===== config.mk =====
export PLATFORM = sky130hd
export DESIGN_NAME = if_fetch_unit
export DESIGN_NICKNAME = d
export VERILOG_FILES = /design/src/rtl/pipeline_pkg.sv /design/src/rtl/fetch_skid_buf.sv /design/src/rtl/if_fetch_unit.sv
export SDC_FILE = /design/constraint.sdc
export NUM_CORES = 1
export LEC_CHECK = 0
export ABC_AREA = 1
export CAP_MARGIN = 40
export CELL_PAD_IN_SITES_DETAIL_PLACEMENT = 2
export CELL_PAD_IN_SITES_GLOBAL_PLACEMENT = 2
export CORE_ASPECT_RATIO = 1.5
export CORE_MARGIN = 5
export CORE_UTILIZATION = 33
export DETAILED_ROUTE_END_ITERATION = 8
export GPL_TIMING_DRIVEN = 0
export HOLD_SLACK_MARGIN = 0.1
export PLACE_DENSITY = 0.91
export SLEW_MARGIN = 20
export SYNTH_ARGS = -nofsm -noshare
export SYNTH_HDL_FRONTEND = slang
export SYNTH_SLANG_ARGS = --single-unit
export TNS_END_PERCENT = 100

===== constraint.sdc =====
create_clock -name clk -period 11.05 [get_ports clk]
set_input_delay 2.21 -clock clk [delete_from_list [all_inputs] [get_ports clk]]
set_output_delay 2.21 -clock clk [all_outputs]
set_load 0.005 [all_outputs]

===== src/rtl/pipeline_pkg.sv =====
// Shared pipeline types and constants.
// Used by the fetch stage and its skid buffer.
package pipeline_pkg;

    localparam int XLEN = 32;

    localparam logic [XLEN-1:0] NOP = 32'h0000_0000;

    typedef enum logic [1:0] {
        IDLE,
        WAIT,
        FULL
    } fetch_state_e;

    typedef struct packed {
        logic [XLEN-1:0] pc;
        logic [XLEN-1:0] instr;
    } fetch_entry_t;

endpackage


===== src/rtl/fetch_skid_buf.sv =====
// One-entry {pc, instr} holding slot for the fetch stage.
// Clear beats load, load beats drain.
module fetch_skid_buf
    import pipeline_pkg::*;
(
    input  logic         clk,
    input  logic         rst,
    input  logic         load,
    input  logic         drain,
    input  logic         clear,
    input  fetch_entry_t din,
    output logic         valid,
    output fetch_entry_t dout
);

    logic         valid_q, valid_d;
    fetch_entry_t data_q, data_d;

    always_comb begin
        valid_d = valid_q;
        data_d  = data_q;
        if (clear) begin
            valid_d = 1'b0;
        end else if (load) begin
            valid_d = 1'b1;
            data_d  = din;
        end else if (drain) begin
            valid_d = 1'b0;
        end
    end

    always_ff @(posedge clk or posedge rst) begin
        if (rst) begin
            valid_q <= 1'b0;
            data_q  <= '0;
        end else begin
            valid_q <= valid_d;
            data_q  <= data_d;
        end
    end

    assign valid = valid_q;
    assign dout  = data_q;

endmodule


===== src/rtl/if_fetch_unit.sv =====
// Instruction-fetch stage: owns the PC, drives the imem req/ack
// handshake and presents {PC+4, instr} or a bubble to IF/ID.
module if_fetch_unit
    import pipeline_pkg::*;
#(
    parameter logic [XLEN-1:0] RESET_PC  = 32'h0000_0000,
    parameter logic [XLEN-1:0] PC_INC    = 32'd4,
    parameter logic [XLEN-1:0] NOP_INSTR = NOP
) (
    input  logic            clk,
    input  logic            rst,
    input  logic            stall,
    input  logic            redirect,
    input  logic [XLEN-1:0] redirect_pc,
    output logic            imem_req,
    output logic [XLEN-1:0] imem_addr,
    input  logic            imem_ack,
    input  logic [XLEN-1:0] imem_rdata,
    output logic [XLEN-1:0] pc_out,
    output logic [XLEN-1:0] instr_out,
    output logic            valid_out
);

    fetch_state_e    state_q, state_d;
    logic [XLEN-1:0] pc_q, pc_d;
    logic            req_q, req_d;
    logic [XLEN-1:0] addr_q, addr_d;
    logic            kill_q, kill_d;
    logic [XLEN-1:0] opc_q, opc_d;
    logic [XLEN-1:0] oins_q, oins_d;
    logic            oval_q, oval_d;

    logic            ack_ok;
    logic [XLEN-1:0] pc_inc;
    logic            buf_load, buf_drain, buf_clear, buf_valid;
    fetch_entry_t    buf_din, buf_dout;

    assign pc_inc  = pc_q + PC_INC;
    assign buf_din = '{pc: pc_inc, instr: imem_rdata};

    fetch_skid_buf u_skid (
        .clk   (clk),
        .rst   (rst),
        .load  (buf_load),
        .drain (buf_drain),
        .clear (buf_clear),
        .din   (buf_din),
        .valid (buf_valid),
        .dout  (buf_dout)
    );

    always_comb begin
        state_d   = state_q;
        pc_d      = pc_q;
        req_d     = req_q;
        addr_d    = addr_q;
        kill_d    = kill_q;
        opc_d     = opc_q;
        oins_d    = oins_q;
        oval_d    = oval_q;
        ack_ok    = 1'b0;
        buf_load  = 1'b0;
        buf_drain = 1'b0;
        buf_clear = 1'b0;

        if (redirect) begin
            pc_d      = redirect_pc;
            opc_d     = '0;
            oins_d    = NOP_INSTR;
            oval_d    = 1'b0;
            buf_clear = 1'b1;
            req_d     = 1'b0;
            kill_d    = 1'b0;
            state_d   = IDLE;
            // Request still in flight: keep it open and drop its data later.
            if (state_q == WAIT && !imem_ack) begin
                req_d   = 1'b1;
                kill_d  = 1'b1;
                state_d = WAIT;
            end
        end else begin
            unique case (state_q)
                IDLE: begin
                    req_d   = 1'b1;
                    addr_d  = pc_q;
                    state_d = WAIT;
                end
                WAIT: begin
                    if (imem_ack && kill_q) begin
                        kill_d  = 1'b0;
                        req_d   = 1'b0;
                        state_d = IDLE;
                    end else if (imem_ack) begin
                        ack_ok = 1'b1;
                        pc_d   = pc_inc;
                        if (stall) begin
                            buf_load = 1'b1;
                            req_d    = 1'b0;
                            state_d  = FULL;
                        end else begin
                            addr_d = pc_inc;
                        end
                    end
                end
                FULL: begin
                    if (!stall) state_d = IDLE;
                end
                default: state_d = IDLE;
            endcase

            if (!stall) begin
                if (buf_valid) begin
                    opc_d     = buf_dout.pc;
                    oins_d    = buf_dout.instr;
                    oval_d    = 1'b1;
                    buf_drain = 1'b1;
                end else if (ack_ok) begin
                    opc_d  = pc_inc;
                    oins_d = imem_rdata;
                    oval_d = 1'b1;
                end else begin
                    opc_d  = '0;
                    oins_d = NOP_INSTR;
                    oval_d = 1'b0;
                end
            end
        end
    end

    always_ff @(posedge clk or posedge rst) begin
        if (rst) begin
            state_q <= IDLE;
            pc_q    <= RESET_PC;
            req_q   <= 1'b0;
            addr_q  <= '0;
            kill_q  <= 1'b0;
            opc_q   <= '0;
            oins_q  <= NOP_INSTR;
            oval_q  <= 1'b0;
        end else begin
            state_q <= state_d;
            pc_q    <= pc_d;
            req_q   <= req_d;
            addr_q  <= addr_d;
            kill_q  <= kill_d;
            opc_q   <= opc_d;
            oins_q  <= oins_d;
            oval_q  <= oval_d;
        end
    end

    assign imem_req  = req_q;
    assign imem_addr = addr_q;
    assign pc_out    = opc_q;
    assign instr_out = oins_q;
    assign valid_out = oval_q;

endmodule

==> impl_metrics.json <==
{
  "outcome": "finished clean",
  "fin_crit_ns": 4.282,
  "syn_area_um2": 9388,
  "critPathKind": "in -> reg",
  "wl_mm": 39.19,
  "cts_tree": "done",
  "clock.fmax_mhz": 233.5,
  "cts.sinks": 198,
  "grt_first_pass_wirelength_mm": 61.47,
  "initialDrtViolationCount": 343,
  "hpwl_mm": 29.29,
  "ctsHoldBuffers": 0,
  "design_area_um2": 12160,
  "slew_headroom_pct": 47.95,
  "fin_crit_sh_pct": 38.75,
  "hold_viol": 0,
  "crit_chain": "clkdlybuf4s50_1 > inv_1 > nor2_1 > clkbuf_1 > clkbuf_1 > nand2_1 > nand2_1",
  "rows": 75,
  "post_cts_resized": 0,
  "ys_seq_elements": 198,
  "dpl_cell_area_um2": 11550,
  "r2r_setup_slack_ns": 8.52,
  "max-cap-violations": 0,
  "die-area_um2": 31990,
  "fin_total_pwr_mw": 2.490,
  "grt_pass1_vias": 10504,
  "drive_gt1_share_pct": 5.167,
  "setup_tns_ns": 0,
  "cpPeakStageDelay_ns": 0.58,
  "synth_seq_area_share_pct": 52.78,
  "fin_worst_skew_ns": 0.01251,
  "critPathLaunchType": "primary input",
  "irDropWorstVdd_uv": 120.7,
  "fp.dieH_um": 216.6,
  "gp_congestion": 0.9179,
  "area_growth_pct": 29.55,
  "instances_no_fill": 1720,
  "post_cts_buffers": 0,
  "path_max_fanout": 10,
  "clock_path_buffers": 2,
  "place_ws_ns": 6.411,
  "core-area_um2": 28060,
  "cts_buffers": 17,
  "drc": 0,
  "arrival_ns": 4.67,
  "rr_endpoint": "pc_out[24]",
  "cp-end-kind": "flip-flop",
  "grt_max_degree": 98,
  "finalMaxSlewViolations": 0,
  "syn_nets": 1243,
  "grt_setup_unrepaired": "false",
  "path_clk_slew_ns": 0.08,
  "r2r_start": "pc_q[2]",
  "syn-mean-instance-area_um2": 8.003,
  "diodes": 0,
  "grt_use_total_pct": 24.87,
  "drt-pass1-iter-count": 4,
  "wire_per_inst_um": 22.78,
  "yosysTopAreaCellShare_pct": 52.78,
  "synth_top_area_cell": "dfrtp_1",
  "tightest_slew_ns": 0.7808,
  "ys_warn_count": 0,
  "vias": 8967,
  "die_x_um": 147.7,
  "slowest_stage": "clkbuf_1",
  "setup_viol": 0,
  "initial_utilization_pct": 33.46,
  "cts_root_buf": "clkbuf_16",
  "reg2regPathDepth": 12,
  "antenna_left": 0,
  "fin_nets": 1431,
  "crit_start": "stall",
  "syn_inst": 1173,
  "leakage_nw": 5.736,
  "placedCellCount": 1688,
  "hold_path.class": "reg -> reg",
  "ys_types": 31,
  "io_buffer_count": 166,
  "antenna_found_initial": 0,
  "num_io_pins": 167,
  "endpoint": "pc_out[3]",
  "yosys-top-cells-area": "dfrtp_1 (53%), nand2_1 (19%), o21ai_0 (7.1%), mux2i_1 (3.3%), a21oi_1 (2.7%)",
  "htreeDepth": 4,
  "critPathRequiredTime_ns": 11.43,
  "clk_latency_ns": 0.45,
  "grt_overflow": 0,
  "setup_ws_ns": 6.768,
  "via_per_inst": 5.213,
  "power_density_nw_per_um2": 204.7
}
-- cells by family (layout without fill, tap and decap cells) --
family,Yosys count,count (layout),synth area share (%)
compound gates,223,223,12.86
simple gates,574,574,23.94
mux,31,31,3.305
xor+xnor,15,15,1.399
buf+inv,131,332,5.585
flops,198,198,52.78
fa+ha+maj,1,1,0.1333
-- how the worst min path moves through the flow --
stage / startpoint / endpoint / slack [ns] / cells past startpoint
3_5_place_dp: u_skid.dout[37] / u_skid.dout[37] / 0.46 / 2
5_1_grt: pc_out[16] / pc_out[16] / 0.50 / 2
2_1_floorplan: u_skid.dout[36] / u_skid.dout[36] / 0.44 / 2
6_report: u_skid.dout[24] / u_skid.dout[24] / 0.48 / 2
3_3_place_gp: u_skid.dout[36] / u_skid.dout[36] / 0.45 / 2
4_1_cts: u_skid.dout[37] / u_skid.dout[37] / 0.48 / 2
-- cells in the final DEF (no fill, tap or decap), types with 3 or more instances in the layout --
cell               n
and2_1             3
o21ai_0          134
o21bai_1          22
inv_2              5
inv_1             65
buf_2             17
nand3_1           27
a21oi_1           50
nor2_2             5
dfrtp_1          198
mux2i_1           31
clkbuf_16         17
buf_1              5
xor2_1            15
nand2_1          477
clkdlybuf4s50_1  166
o211ai_1           8
inv_8              4
o21ai_1            4
inv_6              5
nor2_1            55
clkbuf_1          35
-- critical path, delay by kind of cell --
| kind | cells | cell delay (ns) |
|---|---|---|
| buffers and inverters | 4 | 1.68 |
| and+or+nand+nor | 3 | 0.76 |
-- layout make-up --
cell class	count	area [µm²]
Tap cell	346	432.9
Clock inverter	13	156.4
Sequential cell	198	4955
Buffer	59	254.0
Timing Repair Buffer	169	1724
Inverter	72	277.8
Clock buffer	19	452.9
Fill cell	3203	15900
Multi-Input combinational cell	844	3909
-- where the power goes --
group	switching, mW	leakage, nW	total, mW	internal (mW)
combinational	0.441	2.88	0.744	0.303
clock	0.321	0.305	0.676	0.355
sequential	0.136	2.55	1.07	0.933
-- per-layer routing --
metal  track usage [%]  vias up  wire length (µm)
li1                  -     4107                 -
met1             26.57     4544             14510
met2             45.80      233             20830
met3             4.785       83              1658
met4             13.31        0              2194
met5                 0        -                 0
-- Yosys cell counts (all sizes together) --
cell type	count
nand3b	1
o21ai	139
mux2i	31
nand3	28
clkbuf	35
and2	3
a21oi	50
buf	24
nor3	1
xor2	15
nor2	62
inv	71
clkinv	1
o21a	2
ha	1
nand2	479
o221ai	1
o21bai	22
dfrtp	198
o211ai	8
a22o	1
-- metrics by stage --
step	utilization [%]	hold WS, ns
floorplan	-	0.4367
global placement	40.92	0.4519
detailed placement	41.17	0.4611
CTS	43.34	0.4811
global route	43.34	0.5025
finish	43.34	0.4797
-- registers in the layout, summed over array words and instances (netlist names) --
signal        cells
instr_out        32
state_q           2
u_skid.dout      64
pc_out           32
pc_q             32
imem_req          1
imem_addr        32
valid_out         1
kill_q            1
u_skid.valid      1
Note: power is estimated with default switching activity, not from simulation.
==> RTL change, RTL diff (config.mk and constraints unchanged) <==
Reset style: synchronous (`rst`), changed in 2 clocked blocks.
--- a/src/rtl/fetch_skid_buf.sv
+++ b/src/rtl/fetch_skid_buf.sv
@@ -29,7 +29,7 @@
         end
     end
 
-    always_ff @(posedge clk or posedge rst) begin
+    always_ff @(posedge clk) begin
         if (rst) begin
             valid_q <= 1'b0;
             data_q  <= '0;
--- a/src/rtl/if_fetch_unit.sv
+++ b/src/rtl/if_fetch_unit.sv
@@ -127,7 +127,7 @@
         end
     end
 
-    always_ff @(posedge clk or posedge rst) begin
+    always_ff @(posedge clk) begin
         if (rst) begin
             state_q <= IDLE;
             pc_q    <= RESET_PC;
Formal check against the unedited RTL: differs if rst is asserted again (counterexample within 4 cycles, from zero or initial values and one cycle with rst high); with rst held inactive, the same outputs for 4 cycles.
==> RTL change against the original RTL <==
- worst setup slack improved by 14 ps
- final area fell by 5.0%
- sequential share of layout area fell by 6.4 points
- area after synthesis fell by 5.3%
- highest routed layer unchanged
- critical endpoint is now imem_addr[1]$_SDFFE_PP0P_
- wire length rose by 7.8%
- sequential cell count did not move
- clock skew fell by 2.9 ps
Power is not compared: it rests on default switching activity, and its combinational part moved more than twofold at a synthesized area within 25%.
==> RTL change: results (changes against the original RTL) <==
{
  "global_route": {
    "grt_start_max_net_pins": {"value": 17, "change": "-83%"},
    "use_met3": {"value": 5.39, "unit": "%", "change": "+0.61 points"},
    "grtUsageTotal": {"value": 28.0, "unit": "%", "change": "+3.1 points"},
    "use_met1": {"value": 29.9, "unit": "%", "change": "+3.4 points"},
    "global_route.usage.met2": {"value": 51.9, "unit": "%", "change": "+6.1 points"},
    "first_global_vias": {"value": 10900, "change": "+4.2%"}
  },
  "outcome": {
    "outcome": "finished, final reports clean"
  },
  "logic_synthesis": {
    "synth_nets": {"value": 1318, "change": "+6.0%"},
    "synth-compound-area-share": {"value": 24.4, "unit": "%", "change": "+12 points"},
    "synthDistinctLibCells": {"value": 37, "change": "+19%"},
    "asyncSetResetFlopFracSynth": {"value": 0, "unit": "%", "change": "-100 points"},
    "synth_xor_area_share": {"value": 1.48, "unit": "%", "change": "+0.078 points"},
    "adder_cell_area_share_of_the_yosys_netlist": {"value": 0.141, "unit": "%", "change": "+0.0074 points"}
  },
  "routing": {
    "drt_first_iter_violations": {"value": 452, "change": "+32%"},
    "routed_wire_length_per_instance": {"value": 23.7, "unit": "um", "change": "+4.0%"},
    "first_pass_iters": {"value": 5, "change": "+1"}
  },
  "cells_and_area": {
    "nets": {"value": 1502, "change": "+5.0%"}
  },
  "sta": {
    "slew-limit-headroom": {"value": 45.3, "unit": "%", "change": "-2.7 points"},
    "worst_clock_skew": {"value": 9.63, "unit": "ps", "change": "-2.87 ps"},
    "fin_hold_ws": {"value": 485, "unit": "ps", "change": "+4.97 ps"}
  },
  "placement": {
    "pre_cts_ws": {"value": 6370, "unit": "ps", "change": "-44.7 ps"},
    "placedInstanceArea": {"value": 11000, "unit": "um2", "change": "-5.1%"},
    "global_placer_s_final_weighted_congestion": {"value": 0.961, "change": "+4.7%"}
  },
  "clock_network": {
    "clock_insertion_delay_worst_skew": {"value": 470, "unit": "ps", "change": "+20 ps"}
  },
  "setup_path": {
    "r2r_start": "pc_q[2]$_SDFFE_PP0P_",
    "critical_path.reg2reg.endpoint": "pc_q[15]$_SDFFE_PP0P_",
    "rr_worst_depth": {"value": 7, "change": "-5"},
    "cp_data_arrival_time": {"value": 4650, "unit": "ps", "change": "-20 ps"}
  }
}
-- RTL change: changes by cell type after synthesis, sizes merged, moves of 26 or more --
cell	unedited run	this run
dfxtp	0	198
dfrtp	198	0
nand2	479	350
mux2i	31	0
a21oi	50	223
clkbuf	35	61
-- RTL change: critical path: stages --
cell and delay [ps]:
sky130_fd_sc_hd__clkdlybuf4s50_1 470, sky130_fd_sc_hd__clkbuf_1 610, sky130_fd_sc_hd__nand2_1 150, sky130_fd_sc_hd__nand3_2 250, sky130_fd_sc_hd__clkbuf_1 620, sky130_fd_sc_hd__nand2_1 130, sky130_fd_sc_hd__a21oi_1 200
-- RTL change: layout make-up --
class / count / area (um2)
Tap cell: 337 / 422
Inverter: 64 / 248
Fill cell: 3109 / 15000
Multi-Input combinational cell: 902 / 4280
Sequential cell: 198 / 3960
Timing Repair Buffer: 165 / 1650
Buffer: 84 / 400
Clock inverter: 10 / 124
Clock buffer: 22 / 464
-- RTL change: through the flow --
stage / power, mW / std cells
global route: 1.71 / 1782
CTS: 1.66 / 1782
global placement: 1.00 / 1750
detailed placement: 1.01 / 1750
finish: 1.66 / 1782
floorplan: 0.879 / 1248
-- RTL change: where the power goes --
| part | internal, mW | switching [mW] | leakage [nW] |
|---|---|---|---|
| Combinational | 0.0899 | 0.142 | 2.44 |
| Clock | 0.347 | 0.310 | 0.269 |
| Sequential | 0.743 | 0.0247 | 1.61 |
| Total | 1.18 | 0.477 | 4.32 |
-- RTL change: kinds of logic after synthesis --
group,count (synthesis)
AO/OA/AOI/OAI,402
XOR/XNOR,15
adder cells (fa/ha/maj),1
buffers and inverters,148
flip-flops,198
AND/OR/NAND/NOR,484
-- RTL change: layer usage --
layer  wire length, um  part of all wire (%)
met5                 0                     0
met4              1800                   4.2
met3              1840                   4.4
met2             22800                    54
met1             15800                    38
